## config.mk

```make
export PLATFORM = sky130hd
export DESIGN_NAME = mem_controller
export DESIGN_NICKNAME = d
export VERILOG_FILES = /design/src/rtl/mem_controller.sv
export SDC_FILE = /design/constraint.sdc
export NUM_CORES = 1
export LEC_CHECK = 0
export BUFFER_PORTS_ARGS = -buffer_cell sky130_fd_sc_hd__buf_2
export CORE_ASPECT_RATIO = 1.4
export CORE_MARGIN = 2
export CORE_UTILIZATION = 50
export CTS_BUF_LIST = sky130_fd_sc_hd__clkbuf_4 sky130_fd_sc_hd__clkbuf_8
export DETAILED_ROUTE_END_ITERATION = 12
export PLACE_DENSITY = 0.92
export SYNTH_ARGS = -nofsm -noshare
export SYNTH_HDL_FRONTEND = slang
export SYNTH_SLANG_ARGS = --single-unit
```

## constraint.sdc

```tcl
create_clock -name clk -period 4.3 [get_ports clk]
set_input_delay 0.43 -clock clk [delete_from_list [all_inputs] [get_ports clk]]
set_output_delay 0.43 -clock clk [all_outputs]
set_load 0.05 [all_outputs]
```

## src/rtl/mem_controller.sv

```systemverilog
// Round-robin arbiter between NUM_CONSUMERS LSUs and one external data-memory port.
// One memory transaction in flight; read data and acknowledges return to the granted LSU.

module mem_controller_lane #(
  parameter int DATA_BITS = 8
) (
  input  logic                 clk,
  input  logic                 reset,
  input  logic                 load,
  input  logic [DATA_BITS-1:0] din,
  output logic [DATA_BITS-1:0] dout
);
  always_ff @(posedge clk or negedge reset)
    if (!reset)    dout <= '0;
    else if (load) dout <= din;
endmodule

module mem_controller #(
  parameter int NUM_CONSUMERS = 4,
  parameter int ADDR_BITS     = 8,
  parameter int DATA_BITS     = 8
) (
  input  logic                               clk,
  input  logic                               reset,
  input  logic [NUM_CONSUMERS-1:0]           consumer_read_valid,
  input  logic [NUM_CONSUMERS*ADDR_BITS-1:0] consumer_read_address,
  output logic [NUM_CONSUMERS-1:0]           consumer_read_ready,
  output logic [NUM_CONSUMERS*DATA_BITS-1:0] consumer_read_data,
  input  logic [NUM_CONSUMERS-1:0]           consumer_write_valid,
  input  logic [NUM_CONSUMERS*ADDR_BITS-1:0] consumer_write_address,
  input  logic [NUM_CONSUMERS*DATA_BITS-1:0] consumer_write_data,
  output logic [NUM_CONSUMERS-1:0]           consumer_write_ready,
  output logic                               mem_read_valid,
  output logic [ADDR_BITS-1:0]               mem_read_address,
  input  logic                               mem_read_ready,
  input  logic [DATA_BITS-1:0]               mem_read_data,
  output logic                               mem_write_valid,
  output logic [ADDR_BITS-1:0]               mem_write_address,
  output logic [DATA_BITS-1:0]               mem_write_data,
  input  logic                               mem_write_ready
);
  localparam int ID_W = $clog2(NUM_CONSUMERS);
  localparam logic [ID_W-1:0] LAST_ID = ID_W'(NUM_CONSUMERS - 1);

  typedef enum logic [1:0] {IDLE, READ_WAIT, WRITE_WAIT, RELAY} state_t;

  typedef struct packed {
    logic                 rd;
    logic [ADDR_BITS-1:0] addr;
    logic [DATA_BITS-1:0] data;
  } mem_req_t;

  logic [NUM_CONSUMERS-1:0][ADDR_BITS-1:0] rd_addr, wr_addr;
  logic [NUM_CONSUMERS-1:0][DATA_BITS-1:0] wr_data, rd_data;
  logic [NUM_CONSUMERS-1:0]                req_any, rd_load;

  state_t          state, state_nx;
  mem_req_t        req_q, req_nx;
  logic [ID_W-1:0] grant_id, grant_nx, rr_ptr, rr_nx, pick_id, scan_id;
  logic            pick_vld, pick_rd, owner_vld;
  logic            mrv_nx, mwv_nx;
  logic [NUM_CONSUMERS-1:0] crr_nx, cwr_nx;
  int              scan;

  assign rd_addr            = consumer_read_address;
  assign wr_addr            = consumer_write_address;
  assign wr_data            = consumer_write_data;
  assign consumer_read_data = rd_data;
  assign req_any            = consumer_read_valid | consumer_write_valid;

  // The single request register feeds both memory channels; only one valid is ever high.
  assign mem_read_address  = req_q.addr;
  assign mem_write_address = req_q.addr;
  assign mem_write_data    = req_q.data;

  // Round-robin pick: first requester at or after rr_ptr, wrapping.
  always_comb begin
    pick_vld = 1'b0;
    pick_id  = '0;
    scan     = 0;
    scan_id  = '0;
    for (int k = 0; k < NUM_CONSUMERS; k++) begin
      scan = int'(rr_ptr) + k;
      if (scan >= NUM_CONSUMERS) scan = scan - NUM_CONSUMERS;
      scan_id = ID_W'(scan);
      if (!pick_vld && req_any[scan_id]) begin
        pick_vld = 1'b1;
        pick_id  = scan_id;
      end
    end
  end

  assign pick_rd   = consumer_read_valid[pick_id];
  assign owner_vld = req_q.rd ? consumer_read_valid[grant_id] : consumer_write_valid[grant_id];

  always_ff @(posedge clk or negedge reset)
    if (!reset) state <= IDLE;
    else        state <= state_nx;

  always_comb begin
    state_nx = state;
    case (state)
      IDLE:       if (pick_vld)        state_nx = pick_rd ? READ_WAIT : WRITE_WAIT;
      READ_WAIT:  if (mem_read_ready)  state_nx = RELAY;
      WRITE_WAIT: if (mem_write_ready) state_nx = RELAY;
      RELAY:      if (!owner_vld)      state_nx = IDLE;
      default:                         state_nx = IDLE;
    endcase
  end

  always_comb begin
    grant_nx = grant_id;
    rr_nx    = rr_ptr;
    req_nx   = req_q;
    mrv_nx   = mem_read_valid;
    mwv_nx   = mem_write_valid;
    crr_nx   = consumer_read_ready;
    cwr_nx   = consumer_write_ready;
    rd_load  = '0;
    case (state)
      IDLE: if (pick_vld) begin
        grant_nx    = pick_id;
        rr_nx       = (pick_id == LAST_ID) ? '0 : pick_id + 1'b1;
        req_nx.rd   = pick_rd;
        req_nx.addr = pick_rd ? rd_addr[pick_id] : wr_addr[pick_id];
        req_nx.data = pick_rd ? req_q.data : wr_data[pick_id];
        mrv_nx      = pick_rd;
        mwv_nx      = !pick_rd;
      end
      READ_WAIT: if (mem_read_ready) begin
        mrv_nx            = 1'b0;
        crr_nx[grant_id]  = 1'b1;
        rd_load[grant_id] = 1'b1;
      end
      WRITE_WAIT: if (mem_write_ready) begin
        mwv_nx           = 1'b0;
        cwr_nx[grant_id] = 1'b1;
      end
      RELAY: if (!owner_vld) begin
        crr_nx = '0;
        cwr_nx = '0;
      end
      default: ;
    endcase
  end

  always_ff @(posedge clk or negedge reset)
    if (!reset) begin
      grant_id             <= '0;
      rr_ptr               <= '0;
      req_q                <= '0;
      mem_read_valid       <= 1'b0;
      mem_write_valid      <= 1'b0;
      consumer_read_ready  <= '0;
      consumer_write_ready <= '0;
    end else begin
      grant_id             <= grant_nx;
      rr_ptr               <= rr_nx;
      req_q                <= req_nx;
      mem_read_valid       <= mrv_nx;
      mem_write_valid      <= mwv_nx;
      consumer_read_ready  <= crr_nx;
      consumer_write_ready <= cwr_nx;
    end

  for (genvar i = 0; i < NUM_CONSUMERS; i++) begin : g_lane
    mem_controller_lane #(.DATA_BITS(DATA_BITS)) u_lane (
      .clk   (clk),
      .reset (reset),
      .load  (rd_load[i]),
      .din   (mem_read_data),
      .dout  (rd_data[i])
    );
  end
endmodule

```

### Word-level counts from Yosys, hierarchy flattened

Index checks and enable logic that the tools add are counted.

* mux-type cells: 56
* div/mod/pow operators: 0
* $lt $le $gt $ge: 11
* bitwise logic cells: 4
* multipliers: 0
* reductions and logical operators: 20
* equal/unequal tests: 8
* add/subtract/negate cells: 8
* shift-type cells: 0

Operators by type and width (number)
* binary-select mux 8 bit (select 2 bit): 3
* two-way mux 8 bit: 4
* two-way mux 2 bit: 14
* two-way mux 4 bit: 5
* < comparator 2 x 3 -> 1 bit, second input constant: 6
* two-way mux 1 bit: 17
* one-hot mux 4 bit (2 select lines): 2
* AND reduction 3 bit: 5
* binary-select mux 1 bit (select 2 bit): 7
* OR 4 bit: 3
* >= comparator 3 bit, second input constant: 3
* != test 2 bit, second input constant: 4
* one-hot mux 2 bit (4 select lines): 1
* nonzero test 2 bit: 4
* subtractor 2 x 1 -> 2 bit, second input constant: 4
* adder 2 x 2 -> 3 bit, second input constant: 2
* equality test 2 bit, second input constant: 3
* logical AND 1 bit: 4
* zero test 1 bit: 4
* one-hot mux 1 bit (2 select lines): 2
* AND reduction 4 bit: 1
* adder 2 x 1 -> 3 bit, second input constant: 1
* >= comparator 2 x 3 -> 1 bit, second input constant: 1
* adder 2 x 1 -> 2 bit, second input constant: 1
* 6 further kinds: 6

* register bits: 65
* bits in read-only memories: 0
* input port bits: 116
* latch bits: 0
* RAM bits: 0
* memories: 0
* word-level logic and storage cells: 121

### Depth between registers and ports, before layout

* depth after elaboration: 19
* mapped depth: 9
* mapped depth without buffers: 7

### By module

From an unflattened synthesis, not the netlist that was laid out.

* cells, all modules: 353
* area, all modules: 4127.7 um^2

Modules (own cells, without submodules)
* mem_controller: times used 1, area an instance 2801.4 um^2, sequential area each 825.8 um^2, cells an instance 285
* mem_controller_lane: times used 4, area an instance 331.6 um^2, sequential area each 200.2 um^2, cells an instance 17

### Worst setup path after synthesis

No wires, ideal clock.

* kind: input to register
* from: in consumer_read_valid[0]
* to: reg req_q (netlist bit mem_write_data[0])
* stages on the path: 9
* buffers on the path: 3
* setup slack: 2.122 ns
* setup time: 0.125 ns
* data arrival time: 2.052 ns
* cells stage by stage: buf_6 o21a_1 o311ai_2 and2_2 buf_8 a32oi_2 or2_1 buf_6 mux2_4

* longest elaborated chain between the ends: 17

Ends and longest elaborated chain
* start: declaration: line 25 `input logic [NUM_CONSUMERS-1:0] consumer_read_valid,`
* OR 4 bit: line 69 `assign req_any = consumer_read_valid | consumer_write_valid;`
* binary-select mux 1 bit (select 2 bit): line 86 `if (!pick_vld && req_any[scan_id]) begin`
* two-way mux 1 bit (implied by the code): line 86
* two-way mux 1 bit: line 86
* zero test 1 bit: line 86
* logical AND 1 bit: line 86
* two-way mux 1 bit: line 86
* zero test 1 bit: line 86
* logical AND 1 bit: line 86
* two-way mux 1 bit: line 86
* zero test 1 bit: line 86
* logical AND 1 bit: line 86
* two-way mux 2 bit: line 86
* binary-select mux 1 bit (select 2 bit): line 93 `assign pick_rd = consumer_read_valid[pick_id];`
* two-way mux 1 bit (implied by the code): line 93
* inverter 1 bit (no line)
* AND reduction 3 bit (no line)
* end signal: assignment: line 159 `req_q <= req_nx;`
* end: declaration: line 58 `mem_req_t req_q, req_nx;`

Parallel ways exist; a longest one is shown, timed or not. The select of a mux whose other input is x is not followed.
A chain may end at the register's enable or synchronous reset.

### Final worst setup path

* from: in consumer_read_valid[1]
* to: reg req_q (netlist bit mem_write_data[0])

The elaborated chain is that of the path after synthesis.

==> results.md <==
- Initial cell density of the core: around 50%
- Root cell of the clock tree: clkbuf_8
- Placed wire-length estimate after detailed placement: a little over 7000 µm
- Total number of cells along the worst setup path: 7
- Count of flip-flops with a built-in enable after synthesis: 0
- Power share of the sequential group: 25.6%
- Synth-to-layout area growth: 26.5%
- Status: finished, final reports clean
- Via count: 3218
- DRC marker count from the first detailed-route iteration: 129
- Kind of launch point of the worst setup path: primary input
- Yosys warning count: 0
- Share of synthesized flip-flops with an asynchronous set or reset: 100%
- Unrepaired setup endpoints after global routing: no
- Cell row count: 38
- Data required time of the worst path: roughly 4.5 ns
- Pwr Total: roughly 4.4 mW
- Kind of cell adding the most delay to the critical path: simple AND/OR/NAND/NOR gates
- Hold Violations, Final: 0
- Number of global-route vias before repair: 3235
- Die outline area: 0.00866 mm²
- Kind of path behind the tightest hold check: in -> async
- Worst reg2reg path depth: 6
- Slew Limit Headroom: between 40% and 50%
- Worst reg2reg path endpoint: mem_write_data[0]
- Design internal power: 2.20 mW
- Cell-by-cell trace of the critical path: buf_2, or2_4, o311ai_2, and2_2, a32oi_2, or2_1, mux2_4
- Tot GR Track Use: between 20% and 30%
- Die height: 109 µm
- Start of the worst register-to-register path: rr_ptr[1]
- Antenna violations before repair: 0
- Sequential share of the synthesized area: 41.1%
- Mean Syn Cell Area: 11.4 µm²
- Arrival time of the worst setup path: 2.92 ns
- Count of clock tree sinks: between 60 and 70
- Final layout net count: 622
- Total nets after synthesis: 468
- Number of DRC violations after detailed routing: 0
- Period Utilization, post-route: around 63%
- Post-route setup TNS: 0 ns
- Fillers: 621
- Maximum level of the CTS H-tree: 3
- Final setup violation count: 0
- Maximum number of pins on one net before global-route repair: 66
- Top-Level Pins: 182
- Worst Path Max Fanout: 19
- Number of distinct library cells after synthesis: between 40 and 50
- Via-to-Cell Ratio: 5.31
- Net switching power: between 2 and 2.5 mW
- Count of input and output buffers: around 180
- Worst setup skew after layout: approximately 0.01 ns
- First-pass GRT wire length: 15200 µm
- CTS tree: done
- Wire per inst: 15.5 µm
- Post-Synth XOR/XNOR Area: 0.221%
- Hold buffers post-CTS: 0
- Post-route ant nets: 0
- Routed WL: 9420 µm
- VDD IR max: 0.499 mV
- Timing-limited maximum frequency: 0.371 GHz
- Overflow left after global routing: 0
- Clk buf depth: 2
- Mapped Cells: 347
- Clock power frac: 15.4%
- Number of resized instances in the post-cts repair step: 0
- Combinational family with the most area after synthesis: multiplexers
- Clock Pin Slew Worst Setup and Hold Paths: around 0.080 ns
- Proportion of synthesized area in mux cells: 34.9%
- Post-synthesis share of cell area spent on full adders, half adders and majority gates: 1.58%
- Flop2flop setup slack: around 1.6 ns
- Layout cell share with drive strength beyond 1: 50.0%
- Inserted Clock Buffers: 9
- Placeable core region: 0.00770 mm²
- Simple logic cell fraction of the synthesized area: between 6 and 7%
- Latest clock arrival within the worst-skew pair: 0.34 ns
- DR pass1 iterations: 4
- Weighted congestion reported at the end of routability-driven placement: just over 0.8
- Compound-cell area share of the yosys netlist: 7.68%
- Final hold slack: 0.259 ns
- Post-layout minimum cycle time: between 2 and 3 ns
- Die X-Extent: about 79 µm
- Highest cell delay on the worst timing path: 0.58 ns
- Buf+Inv Stages, Crit Path: 1
- Setup slack at placement: 1.26 ns
- Cell area after technology mapping: 0.00396 mm²
- Number of pins with negative max-slew slack in the final report: 0
- Ant. Diodes: 0
- Flops & latches, synth: 65
- Type of element capturing the critical path: flip-flop
- Leakage power of the design: 2.69 nW
- Pwr dens: 881 mW/mm²
- Post CTS Setup Buffer Count: 0
- Final core utilization: between 60% and 70%
- Switching Fraction: 50.1%
- Worst-Margin Slew: 0.791 ns
- Path type of the worst setup path: in -> reg
- Top_reg_cell synth: dfrtp_1
- Post-route setup slack: roughly 1.6 ns
- Count of maximum capacitance violations: 0
- Logic gate share of total power: 59.0%
- Cell at the slowest stage of the critical path: and2_2
worst reg2reg max path: stages, from the launching register on:
cell	delay [ns]
dfrtp_1	0.46
o21a_1	0.17
o311ai_2	0.27
and2_2	0.58
a32oi_2	0.23
or2_1	0.47
mux2_4	0.38
synth_stat cells (3+ instances only):
master    instances  area (µm²)
mux2i_1          81         811
dfrtp_1          65        1630
mux2_2           36         405
buf_4            26         195
nand2_1          19        71.3
nor2_1           14        52.6
inv_1            10        37.5
o21ai_1           9        45.0
mux2_4            8         120
a21oi_1           6        30.0
clkbuf_1          6        22.5
a22o_1            5        43.8
buf_2             5        25.0
ha_1              5        62.6
nor3_1            4        20.0
o21ai_0           4        20.0
o32ai_1           4        35.0
buf_1             3        11.3
nand2b_1          3        18.8
nand3_1           3        15.0
cell families (layout without fill, tap and decap cells):
logic type,Yosys count,after routing
compound gates,43,43
xor+xnor,1,1
fa+ha+maj,5,5
buf+inv,53,212
flops,65,65
mux,127,127
simple gates,53,53
flip-flops by register name (all words and copies together), names as in the netlist:
| name | cells |
|---|---|
| consumer_write_ready | 4 |
| grant_id | 2 |
| mem_write_data | 8 |
| req_q | 1 |
| mem_read_address | 8 |
| consumer_read_ready | 4 |
| g_lane.u_lane.dout | 32 |
| state | 2 |
| mem_write_valid | 1 |
| mem_read_valid | 1 |
| rr_ptr | 2 |
worst max-delay path by stage:
stage / from / end
CTS: consumer_read_valid[1] / mem_write_data[0]
finish: consumer_read_valid[1] / mem_write_data[0]
detailed placement: consumer_read_valid[1] / mem_write_data[0]
global placement: consumer_read_valid[1] / mem_write_data[6]
floorplan: consumer_read_valid[0] / mem_write_data[0]
global route: consumer_read_valid[2] / mem_write_data[5]
power groups by stage:
stage               clock network [mW]  registers (mW)  logic [mW]
finish                           0.681            1.13        2.60
global route                     0.723            1.16        2.77
CTS                              0.698            1.13        2.62
detailed placement                   0            1.13        2.61
global placement                     0            1.12        2.55
floorplan                            0            1.72        1.62
final cells by class:
class                           count  area, µm²  share of cell area, %
Clock buffer                        9        124                   2.47
Clock inverter                      7        143                   2.85
Inverter                           10       37.5                  0.749
Multi-Input combinational cell    229       2010                   40.1
Sequential cell                    65       1630                   32.5
Tap cell                          100        125                   2.50
Timing Repair Buffer              186        943                   18.8
layout by cell type (no fill, tap or decap), drive strengths merged, types with 2 or more instances in the layout:
cell type,n
buf,186
mux2i,81
dfrtp,65
mux2,44
nand2,19
nor2,14
o21ai,13
inv,10
clkbuf,9
a21oi,6
a22o,5
ha,5
o32ai,4
bufinv,4
nor3,4
nand2b,3
nand3,3
clkinv,3
mux4,2
nor2b,2
o21bai,2
o31ai,2
a31oi,2
or2,2
and2,2
a32oi,2
through the flow:
stage	cell area (µm²)	cells
after detailed placement	4740	590
after global routing	5010	606
after global placement	4740	590
after CTS	5010	606
final	5010	606
after floorplan	3960	347
routing by layer:
metal	wire length, µm	vias to the layer above	track usage, %	part of all wire, %
li1	-	1535	-	-
met1	3850	1539	27.3	41
met2	4890	133	39.8	52
met3	549	11	4.35	5.8
met4	133	0	8.50	1.4
met5	0	-	0	0
Note: power is estimated with default switching activity, not from simulation.
